[config.mk]
export PLATFORM = sky130hd
export DESIGN_NAME = pc_fetch
export DESIGN_NICKNAME = d
export VERILOG_FILES = /design/src/rtl/pc_fetch.sv
export SDC_FILE = /design/constraint.sdc
export NUM_CORES = 1
export LEC_CHECK = 0
export ABC_AREA = 1
export BUFFER_PORTS_ARGS = -buffer_cell sky130_fd_sc_hd__buf_2
export CORE_MARGIN = 8
export CORE_UTILIZATION = 56
export DETAILED_ROUTE_END_ITERATION = 12
export PLACE_DENSITY = 0.93
export RECOVER_POWER = 50
export SLEW_MARGIN = 5
export SYNTH_ARGS = -nofsm -noshare
export SYNTH_HDL_FRONTEND = slang
export SYNTH_SLANG_ARGS = --single-unit
[constraint.sdc]
create_clock -name clk -period 2.88 [get_ports clk]
set_clock_uncertainty 0.15 [all_clocks]
set_input_delay 0.288 -clock clk [delete_from_list [all_inputs] [get_ports clk]]
set_output_delay 0.288 -clock clk [all_outputs]
set_load 0.01 [all_outputs]
[src/rtl/pc_fetch.sv]
// pc_fetch: program counter and instruction fetch request generator with one-entry redirect buffer
module pc_fetch #(
    parameter int                 ADDR_W     = 32,
    parameter logic [ADDR_W-1:0]  RESET_ADDR = {ADDR_W{1'b0}},
    parameter logic [31:0]        EXC_VEC    = 32'h0000_0180,
    parameter int                 CNT_W      = 16
) (
    input  logic              clk,
    input  logic              rest_n,
    input  logic              stall,
    input  logic              zero,
    input  logic              great,
    input  logic [15:0]       im1,
    input  logic [25:0]       im2,
    input  logic [3:0]        pc_op,
    input  logic [ADDR_W-1:0] j_reg,
    input  logic [ADDR_W-1:0] cop_addr,
    input  logic              exc,
    input  logic              if_ready,
    output logic              if_valid,
    output logic [ADDR_W-1:0] addr,
    output logic [ADDR_W-1:0] rt_addr,
    output logic              redirect,
    output logic [CNT_W-1:0]  stall_cnt
);
    localparam logic [3:0] PC_OP_BZ    = 4'd1;
    localparam logic [3:0] PC_OP_BNZ   = 4'd2;
    localparam logic [3:0] PC_OP_BG    = 4'd3;
    localparam logic [3:0] PC_OP_BNG   = 4'd4;
    localparam logic [3:0] PC_OP_BGZ   = 4'd5;
    localparam logic [3:0] PC_OP_BNGNZ = 4'd6;
    localparam logic [3:0] PC_OP_J     = 4'd7;
    localparam logic [3:0] PC_OP_JR    = 4'd8;
    localparam logic [3:0] PC_OP_COP0  = 4'd9;

    logic              accept;
    logic              taken;
    logic              is_redir;
    logic              pend_v;
    logic [ADDR_W-1:0] pend_t;
    logic [ADDR_W-1:0] seq_t;
    logic [ADDR_W-1:0] exc_t;
    logic [ADDR_W-1:0] br_t;
    logic [ADDR_W-1:0] j_t;
    logic [ADDR_W-1:0] target;

    // target selection; exception outranks branches, which outrank jumps
    always_comb begin
        accept   = if_valid & if_ready & ~stall;
        seq_t    = addr + ADDR_W'(4);
        exc_t    = ADDR_W'(EXC_VEC);
        br_t     = addr + ADDR_W'($signed({im1, 2'b00}));
        j_t      = (addr & ~ADDR_W'(28'hFFF_FFFF)) | ADDR_W'({im2, 2'b00});
        taken    = (pc_op == PC_OP_BZ    &  zero) |
                   (pc_op == PC_OP_BNZ   & ~zero) |
                   (pc_op == PC_OP_BG    &  great) |
                   (pc_op == PC_OP_BNG   & ~great) |
                   (pc_op == PC_OP_BGZ   & (zero | great)) |
                   (pc_op == PC_OP_BNGNZ & ~zero & ~great);
        is_redir = exc | taken | pc_op == PC_OP_J | pc_op == PC_OP_JR | pc_op == PC_OP_COP0;
        target   = exc ? exc_t : taken ? br_t : pc_op == PC_OP_J ? j_t :
                   pc_op == PC_OP_JR ? j_reg : cop_addr;
    end

    // PC advance on accept, pending redirect capture, and saturating stall counter
    always_ff @(posedge clk or negedge rest_n) begin
        if (!rest_n) begin
            if_valid  <= 1'b0;
            addr      <= RESET_ADDR;
            rt_addr   <= '0;
            redirect  <= 1'b0;
            stall_cnt <= '0;
            pend_v    <= 1'b0;
            pend_t    <= '0;
        end else begin
            if_valid <= 1'b1;
            redirect <= accept & (is_redir | pend_v);
            if (accept) begin
                addr    <= (pend_v & ~exc) ? pend_t : is_redir ? target : seq_t;
                rt_addr <= seq_t;
                pend_v  <= 1'b0;
            end else if (is_redir & (~pend_v | exc)) begin
                pend_v <= 1'b1;
                pend_t <= target;
            end
            if (if_valid & ~accept & ~&stall_cnt)
                stall_cnt <= stall_cnt + 1'b1;
        end
    end
endmodule

Word level (Yosys, flattened, before mapping)
Cells that the tools add are included.

operators by class
  $add $sub $neg = 3
  bitwise operators = 33
  eq/ne operators = 9
  reductions and logical operators = 4
  mux-type cells = 8

operators by type and width
  kind                                           count
  two-way mux 32 bit                             6
  adder 32 x 3 -> 32 bit, second input constant  1
  adder 32 bit                                   1
  bitwise OR 32 x 28 -> 32 bit                   1
  adder 16 x 1 -> 16 bit, second input constant  1
  == test 4 x 3 -> 1 bit, second input constant  4
  AND reduction 16 bit                           1
  AND 1 bit                                      14
  bitwise OR 1 bit                               12
  == test 4 x 2 -> 1 bit, second input constant  2
  == test 4 bit, second input constant           2
  NOT 1 bit                                      6
  == test 4 x 1 -> 1 bit, second input constant  1
  two-way mux 1 bit                              2
  AND reduction 2 bit                            1
  nonzero test 2 bit                             1
  logical NOT 1 bit                              1

word-level totals
  register bits after elaboration = 115
  bits of input ports = 117
  output and inout port bits = 82

Depth between registers and ports, before layout
Gate-level depths: netlist of run 1.

  depth in word-level cells = 14
  gate-level depth with buffers = 15
  gate-level depth less buffers = 15

Least setup slack after synthesis of run 1
No wires, ideal clock.

  path type = register -> register
  start point = register addr[2]
  end point = register addr[18]
  path buffers = 0
  library setup time = 77 ps
  data required time = 2653 ps
  stages on the path, launching flop included = 14
  clock period less this slack = 2233 ps
  setup slack = 647 ps
  data arrival time = 2005 ps
  cells stage by stage = dfrtp_1 -> ha_1 -> inv_1 -> fa_1 -> inv_1 -> nand3_1 -> nand3_1 -> nand2_1 -> nand2_1 -> nand3_1 -> a21o_1 -> nand3_1 -> nand3_1 -> a21oi_1

between the ends
  word-level cells in the longest chain between the ends = 5
  elaborated cells on any way between the ends = 6

RTL lines
  item                                 RTL line  text
  start: declaration                   21        output logic [ADDR_W-1:0] addr,
  start signal: assignment             79        addr <= (pend_v & ~exc) ? pend_t : is_redir ? target : seq_t;
  adder 32 bit                         52        br_t = addr + ADDR_W'($signed({im1, 2'b00}));
  two-way mux 32 bit (2 in a row)      61        target = exc ? exc_t : taken ? br_t : pc_op == PC_OP_J ? j_t :
  two-way mux 32 bit (*) (2 in a row)  79

Every way passes the cells marked *; elsewhere a longest branch is shown, timed or not.
A chain may end at the register's enable or synchronous reset.

Final worst setup path of run 1
  start point = register addr[2]
  end point = register addr[30]

The elaborated chain is that of the path after synthesis.

==> results.ini, run 1 <==
[place]
place_congestion = 1.03
dp_hpwl_um = 26700
post_dp_cell_area_sq_mm = 0.0104
placement.io_buffers = 198
place_inst = 1836

[floorplanning]
die_area_sq_mm = 0.0208
pin_count = 199
core-area_sq_mm = 0.0163
start_util = 0.563
row_count = 47
die_h_um = 144
die_w_um = 144

[worst_setup_path]
cp.arrival_ps = 2770
crit_type = reg2reg
critPathSlowestCell = dfrtp_1
endpoint_kind = flip-flop
crit_buf_inv = 2
path_max_fanout = 5
path_delay_family = simple AND/OR/NAND/NOR gates
crit_top_cell = nand3_1
slowest_delay_ps = 390
path_cells = ha_1 -> inv_1 -> fa_1 -> inv_1 -> nand3_1 -> nand3_1 -> nand3_1 -> nand3_1 -> nand2_1 -> nand3_1 -> nand3_1 -> nand3_1 -> a21oi_1
cp-start-kind = flip-flop
crit_required_ps = 3020

[outcome]
violations = max-capacitance violations, max-slew violations
status = complete, but fails checks

[routing]
routed-via-count = 10800
drc = 0
wire_per_inst_um = 18.9
wl_um = 35400
drtIter0Drc = 1245
dr.pass1.iters = 9
antenna_left = 0
post_drt_via_cell_ratio = 5.76

[logic_synthesis]
synth_edf_count = 0
synth_flop_cell = dfrtp_1
syn-mean-instance-area_sq_um = 6.41
synth_seq_cells = 115
synthCells = 1437
synthArstFlopShare = 1.00
netlist_area_sq_mm = 0.00921
yosys.cell_types.count = 49
yosysWarningCount = 0
syn-num-nets = 1586
ys_seq_area_frac = 0.313

[grt]
grt_overflow = 0
grt_usage = 0.347
grt_pass1_wl_um = 55700
antenna_found_initial = 0
grt_pass1_vias = 10600
grt_start_max_net_pins = 63

[final_layout]
final_cell_area_sq_mm = 0.0110
area_delta_synth_final_pct = 19.2
drive_gt1_frac = 0.144
n_fill_cell = 1461
most-common-layout-cells = nand2_1, inv_1, nand3_1
layout_commonest_cell = nand2_1
fin_cells = 1870
layout.nets = 1785

[worst_hold_path]
worstHoldPathType = in2reg

[cts]
h-tree-depth = 4
clock_path_buffers = 2
insertion_delay_ps = 410
cts-root-buf = clkbuf_16
cts.sinks = 115
numCtsBuffers = 17
cts_tree = yes
post_cts_buffers = 0
clkSlewWorstSetupHoldPaths_ps = 60

[sta]
setup-violations-final = 0
tightest_slew_ps = 1740
rsz0062_at_grt = false
finalMaxSlewViolations = 62
slew_headroom = -0.163
fin_crit_sh = 0.912
setup-tns-final_ps = 0
hold_viol_final = 0
period_needed_ps = 2630
fmax_mhz = 381

[power_and_ir_drop]
power.density_mw_per_mm2 = 674
peakVddDrop_mv = 0.573
power_leakage_nw = 5.84

[run]
maxCapViolCount = 1

==> per-stage QoR <==
stage / power, mW / hold WS [ps] / utilization / setup WS (ps)
2_1_floorplan: 4.11 / -158 / - / 647
3_3_place_gp: 5.20 / 280 / 0.639 / 290
3_5_place_dp: 5.26 / 287 / 0.639 / 297
4_1_cts: 7.34 / 209 / 0.675 / 233
5_1_grt: 7.82 / 251 / 0.671 / 41.1
6_report: 7.40 / 205 / 0.671 / 252
==> cell families (layout without fill, tap and decap cells) <==
kind of cell	after synthesis	in the layout	synth area share
XOR/XNOR	37	37	0.0352
adder cells (fa/ha/maj)	32	32	0.0443
AO/OA/AOI/OAI	192	192	0.117
AND/OR/NAND/NOR	825	825	0.385
buffers and inverters	232	444	0.102
multiplexers	3	3	0.00326
other	1	2	0.000407
flip-flops	115	115	0.313
==> cell type report <==
type | count | area [sq um] | area share
multi-input cells | 1090 | 5400 | 0.492
flip-flops and latches | 115 | 2880 | 0.262
inverters | 186 | 701 | 0.0638
diodes | 1 | 2.50 | 0.000228
clock inverters | 9 | 105 | 0.00958
repair buffers | 226 | 1150 | 0.105
clock buffers | 23 | 468 | 0.0426
well taps | 220 | 275 | 0.0251
==> power breakdown <==
group          leakage [nW]  switching (mW)  internal [mW]
logic                  4.16            1.96           1.03
clock network         0.269           0.739           1.31
registers              1.41           0.398           1.96
total                  5.84            3.09           4.30
==> synth_stat cells, types with 6 or more instances <==
cell / number / area share
nand2_1: 459 / 0.19
o21a_1: 14 / 0.011
nand4_1: 14 / 0.0095
nor2_1: 130 / 0.053
o211ai_1: 6 / 0.0049
buf_2: 13 / 0.0071
o21ai_0: 33 / 0.018
nor3_1: 17 / 0.0092
inv_2: 9 / 0.0037
inv_1: 175 / 0.071
buf_4: 6 / 0.0049
xnor2_1: 13 / 0.012
ha_1: 31 / 0.042
o21ai_1: 38 / 0.021
dfrtp_1: 115 / 0.31
a22oi_1: 8 / 0.0065
nand3_1: 172 / 0.094
a21oi_1: 76 / 0.041
clkbuf_1: 18 / 0.0073
xor2_1: 24 / 0.023
==> repair_timing <==
item | 4_1_cts | 5_1_grt
hold buffers | 1 | 0
setup endpoints to repair | 0 | 4
hold endpoints to repair | 59 | 0
gates resized for setup | 0 | 4
==> worst reg2reg max path, delay by kind of cell, from the launching register on <==
family | cells | cell delay, ps
DFF | 1 | 390
adders and majority gates | 2 | 590
AOI/OAI and AO/OA | 1 | 70
buffers and inverters | 2 | 220
and+or+nand+nor | 8 | 1100
==> layer usage <==
| metal | share of wire | global-route usage | up-vias |
|---|---|---|---|
| li1 | - | - | 5029 |
| met1 | 0.38 | 0.417 | 4866 |
| met2 | 0.44 | 0.548 | 726 |
| met3 | 0.12 | 0.0987 | 155 |
| met4 | 0.063 | 0.200 | 0 |
| met5 | 0 | 0 | - |
==> final timing paths <==
kind                       slack (ps)  depth (start not counted)                      end                    start
max reg2reg                       250                         13     addr[30]$_DFFE_PN0P_      addr[2]$_DFFE_PN0P_
max in group asynchronous         590                          3   pend_t[17]$_DFFE_PN0P_                   rest_n
min                               210                          5   pend_t[22]$_DFFE_PN0P_                  im2[20]
min reg2reg                       330                          2  rt_addr[20]$_DFFE_PN0P_  rt_addr[20]$_DFFE_PN0P_
min in group asynchronous         710                          2   pend_t[28]$_DFFE_PN0P_                   rest_n
max                               250                         13     addr[30]$_DFFE_PN0P_      addr[2]$_DFFE_PN0P_
==> sequential cells by signal (all words and copies together) (netlist names) <==
| name | flops |
|---|---|
| pend_t | 32 |
| redirect | 1 |
| stall_cnt | 16 |
| addr | 32 |
| pend_v | 1 |
| if_valid | 1 |
| rt_addr | 32 |
No activity file was read; power rests on OpenSTA's default activity.
==> run 2: changes to the inputs <==
--- a/config.mk
+++ b/config.mk
@@ -10,6 +10,7 @@
 export CORE_MARGIN = 8
 export CORE_UTILIZATION = 56
 export DETAILED_ROUTE_END_ITERATION = 12
+export GPL_TIMING_DRIVEN = 0
 export PLACE_DENSITY = 0.93
 export RECOVER_POWER = 50
 export SLEW_MARGIN = 5
==> run 2 against run 1 <==
Effect of this change:
- the flow now finishes without violations
- combinational power is 5% lower
- via count is 1.9% higher
- flip-flop and latch count stayed put
- utilization is 1.0 points higher
- clock-buffer cell count is 5 lower
- largest cell class unchanged
==> results.ini, run 2 (synthesis results as in run 1) <==
[outcome]
status = complete, no violations

[cts]
clkSlewWorstSetupHoldPaths_ps = 60  ; about the same
numCtsBuffers = 17  ; unchanged
clock_path_buffers = 2  ; unchanged
h-tree-depth = 4  ; unchanged
insertion_delay_ps = 430  ; +20 ps
cts_tree = yes
cts.sinks = 115  ; unchanged
cts-root-buf = clkbuf_16

[final_layout]
layout.nets = 1807  ; +1.2%
drive_gt1_frac = 0.151  ; +0.00648
largestRegisters = addr: 32 flops, pend_t: 32 flops, rt_addr: 32 flops
area_delta_synth_final_pct = 21.0
layout_commonest_cell = nand2_1
n_fill_cell = 1460  ; -0.068%
most-common-layout-cells = nand2_1, inv_1, nand3_1

[sta]
setup-violations-final = 0  ; unchanged
finalMaxSlewViolations = 0  ; -100%
rsz0062_at_grt = false
hold_viol_final = 0  ; unchanged
slew_headroom = 0.259  ; +0.422
tightest_slew_ps = 1110  ; -633 ps
finalWorstSetupSlack_ps = 129  ; -124 ps
fin_crit_sh = 0.955  ; +0.0430
period_needed_ps = 2750  ; +124 ps
setup-tns-final_ps = 0  ; unchanged
fmax_mhz = 363  ; -4.5%

[grt]
grt_usage = 0.337  ; -0.00984
grt_pass1_vias = 10300  ; -2.6%
grt_start_max_net_pins = 74  ; +17%
antenna_found_initial = 1  ; +1
grt_pass1_wl_um = 53500  ; -3.8%
grt_overflow = 0  ; unchanged

[worst_setup_path]
path_max_fanout = 6  ; +1
critPathSlowestCell = dfrtp_1
endpoint_kind = flip-flop
path_delay_family = simple AND/OR/NAND/NOR gates
slowest_delay_ps = 530  ; +140 ps
crit_required_ps = 3070  ; +50 ps
path_cells = ha_1 -> nand2_1 -> nor2_1 -> nand3_1 -> nand3_1 -> nand2_1 -> nand2_1 -> nand2_1 -> nand3_1 -> nand3_1 -> a21oi_1
crit_type = reg2reg
cp-start-kind = flip-flop
cp.arrival_ps = 2940  ; +170 ps
crit_buf_inv = 0  ; -2

[floorplanning]
row_count = 47  ; unchanged
die_h_um = 144  ; unchanged
core-area_sq_mm = 0.0163  ; unchanged
die_area_sq_mm = 0.0208  ; unchanged
start_util = 0.563  ; unchanged
die_w_um = 144  ; unchanged
pin_count = 199  ; unchanged

[worst_hold_path]
worstHoldPathType = in2reg

[routing]
wl_um = 35200  ; -0.52%
antenna_left = 0  ; unchanged
dr.pass1.iters = 6  ; -3
post_drt_via_cell_ratio = 5.80  ; +0.67%
routed-via-count = 11000  ; +1.9%
drc = 0  ; unchanged
wire_per_inst_um = 18.6  ; -1.7%
drtIter0Drc = 1207  ; -3.1%

[place]
placement.io_buffers = 198  ; unchanged
dp_hpwl_um = 27400  ; +2.4%
place_congestion = 1.04  ; +1.7%
place_ws_ps = 165  ; -131 ps

[power_and_ir_drop]
p_total_mw = 7.64  ; +3.3%
power_leakage_nw = 5.95  ; +2.0%
power.density_mw_per_mm2 = 686  ; +1.7%
peakVddDrop_mv = 0.577  ; +0.81%

[run]
maxCapViolCount = 0  ; -1

-- run 2: area by class of cell --
| cell class | count | area (sq um) | area share |
|---|---|---|---|
| buffer | 46 | 241 | 0.0217 |
| inverter | 186 | 701 | 0.0629 |
| clock buffer | 18 | 439 | 0.0394 |
| multi-input combinational | 1090 | 5390 | 0.484 |
| timing repair buffer | 202 | 993 | 0.0892 |
| tap | 220 | 275 | 0.0247 |
| clock inverter | 14 | 223 | 0.0200 |
| sequential | 115 | 2880 | 0.258 |
| antenna | 1 | 2.50 | 0.000225 |
-- run 2: metal layers --
layer / track usage / vias to the layer above / wire (um)
met4: 0.210 / 0 / 2220
li1: - / 5064 / -
met2: 0.521 / 810 / 15300
met1: 0.419 / 4944 / 13400
met5: 0 / - / 0
met3: 0.0809 / 158 / 4320
-- run 2: through the flow --
step	hold WS (ps)	area, sq um	std cells	util
floorplan	-158	9210	1437	-
CTS	170	11200	1889	0.684
global route	217	11100	1892	0.682
finish	179	11100	1892	0.682
global placement	304	10500	1855	0.641
detailed placement	78.6	10500	1856	0.643
-- run 2: what timing repair did --
item / in CTS / in global routing
hold buffers: 1 / 0
setup buffers: 0 / 2
endpoints found under the hold margin: 42 / 0
resized for setup: 0 / 2
endpoints found under the setup margin: 0 / 8
-- run 2: where the power goes --
part / switching, mW / leakage [nW] / internal, mW
Combinational: 1.82 / 4.23 / 1.01
Sequential: 0.463 / 1.41 / 1.96
Clock: 0.823 / 0.318 / 1.57
-- run 2: final timing paths --
kind,from,endpoint,slack [ps],cells after the start
worst max register to register,addr[13]$_DFFE_PN0P_,addr[30]$_DFFE_PN0P_,130,11
max in group asynchronous,rest_n,addr[2]$_DFFE_PN0P_,1180,3
worst min-delay path,im2[0],pend_t[2]$_DFFE_PN0P_,180,5
worst min register to register,rt_addr[27]$_DFFE_PN0P_,rt_addr[27]$_DFFE_PN0P_,330,2
min in group asynchronous,rest_n,pend_t[25]$_DFFE_PN0P_,460,2
worst max-delay path,addr[13]$_DFFE_PN0P_,addr[30]$_DFFE_PN0P_,130,11
-- run 2: tightest hold or removal path: stages --
cell and delay (ps):
buf_2 100, nand2_1 50, nand3_1 70, o211ai_1 120, o21ai_1 80
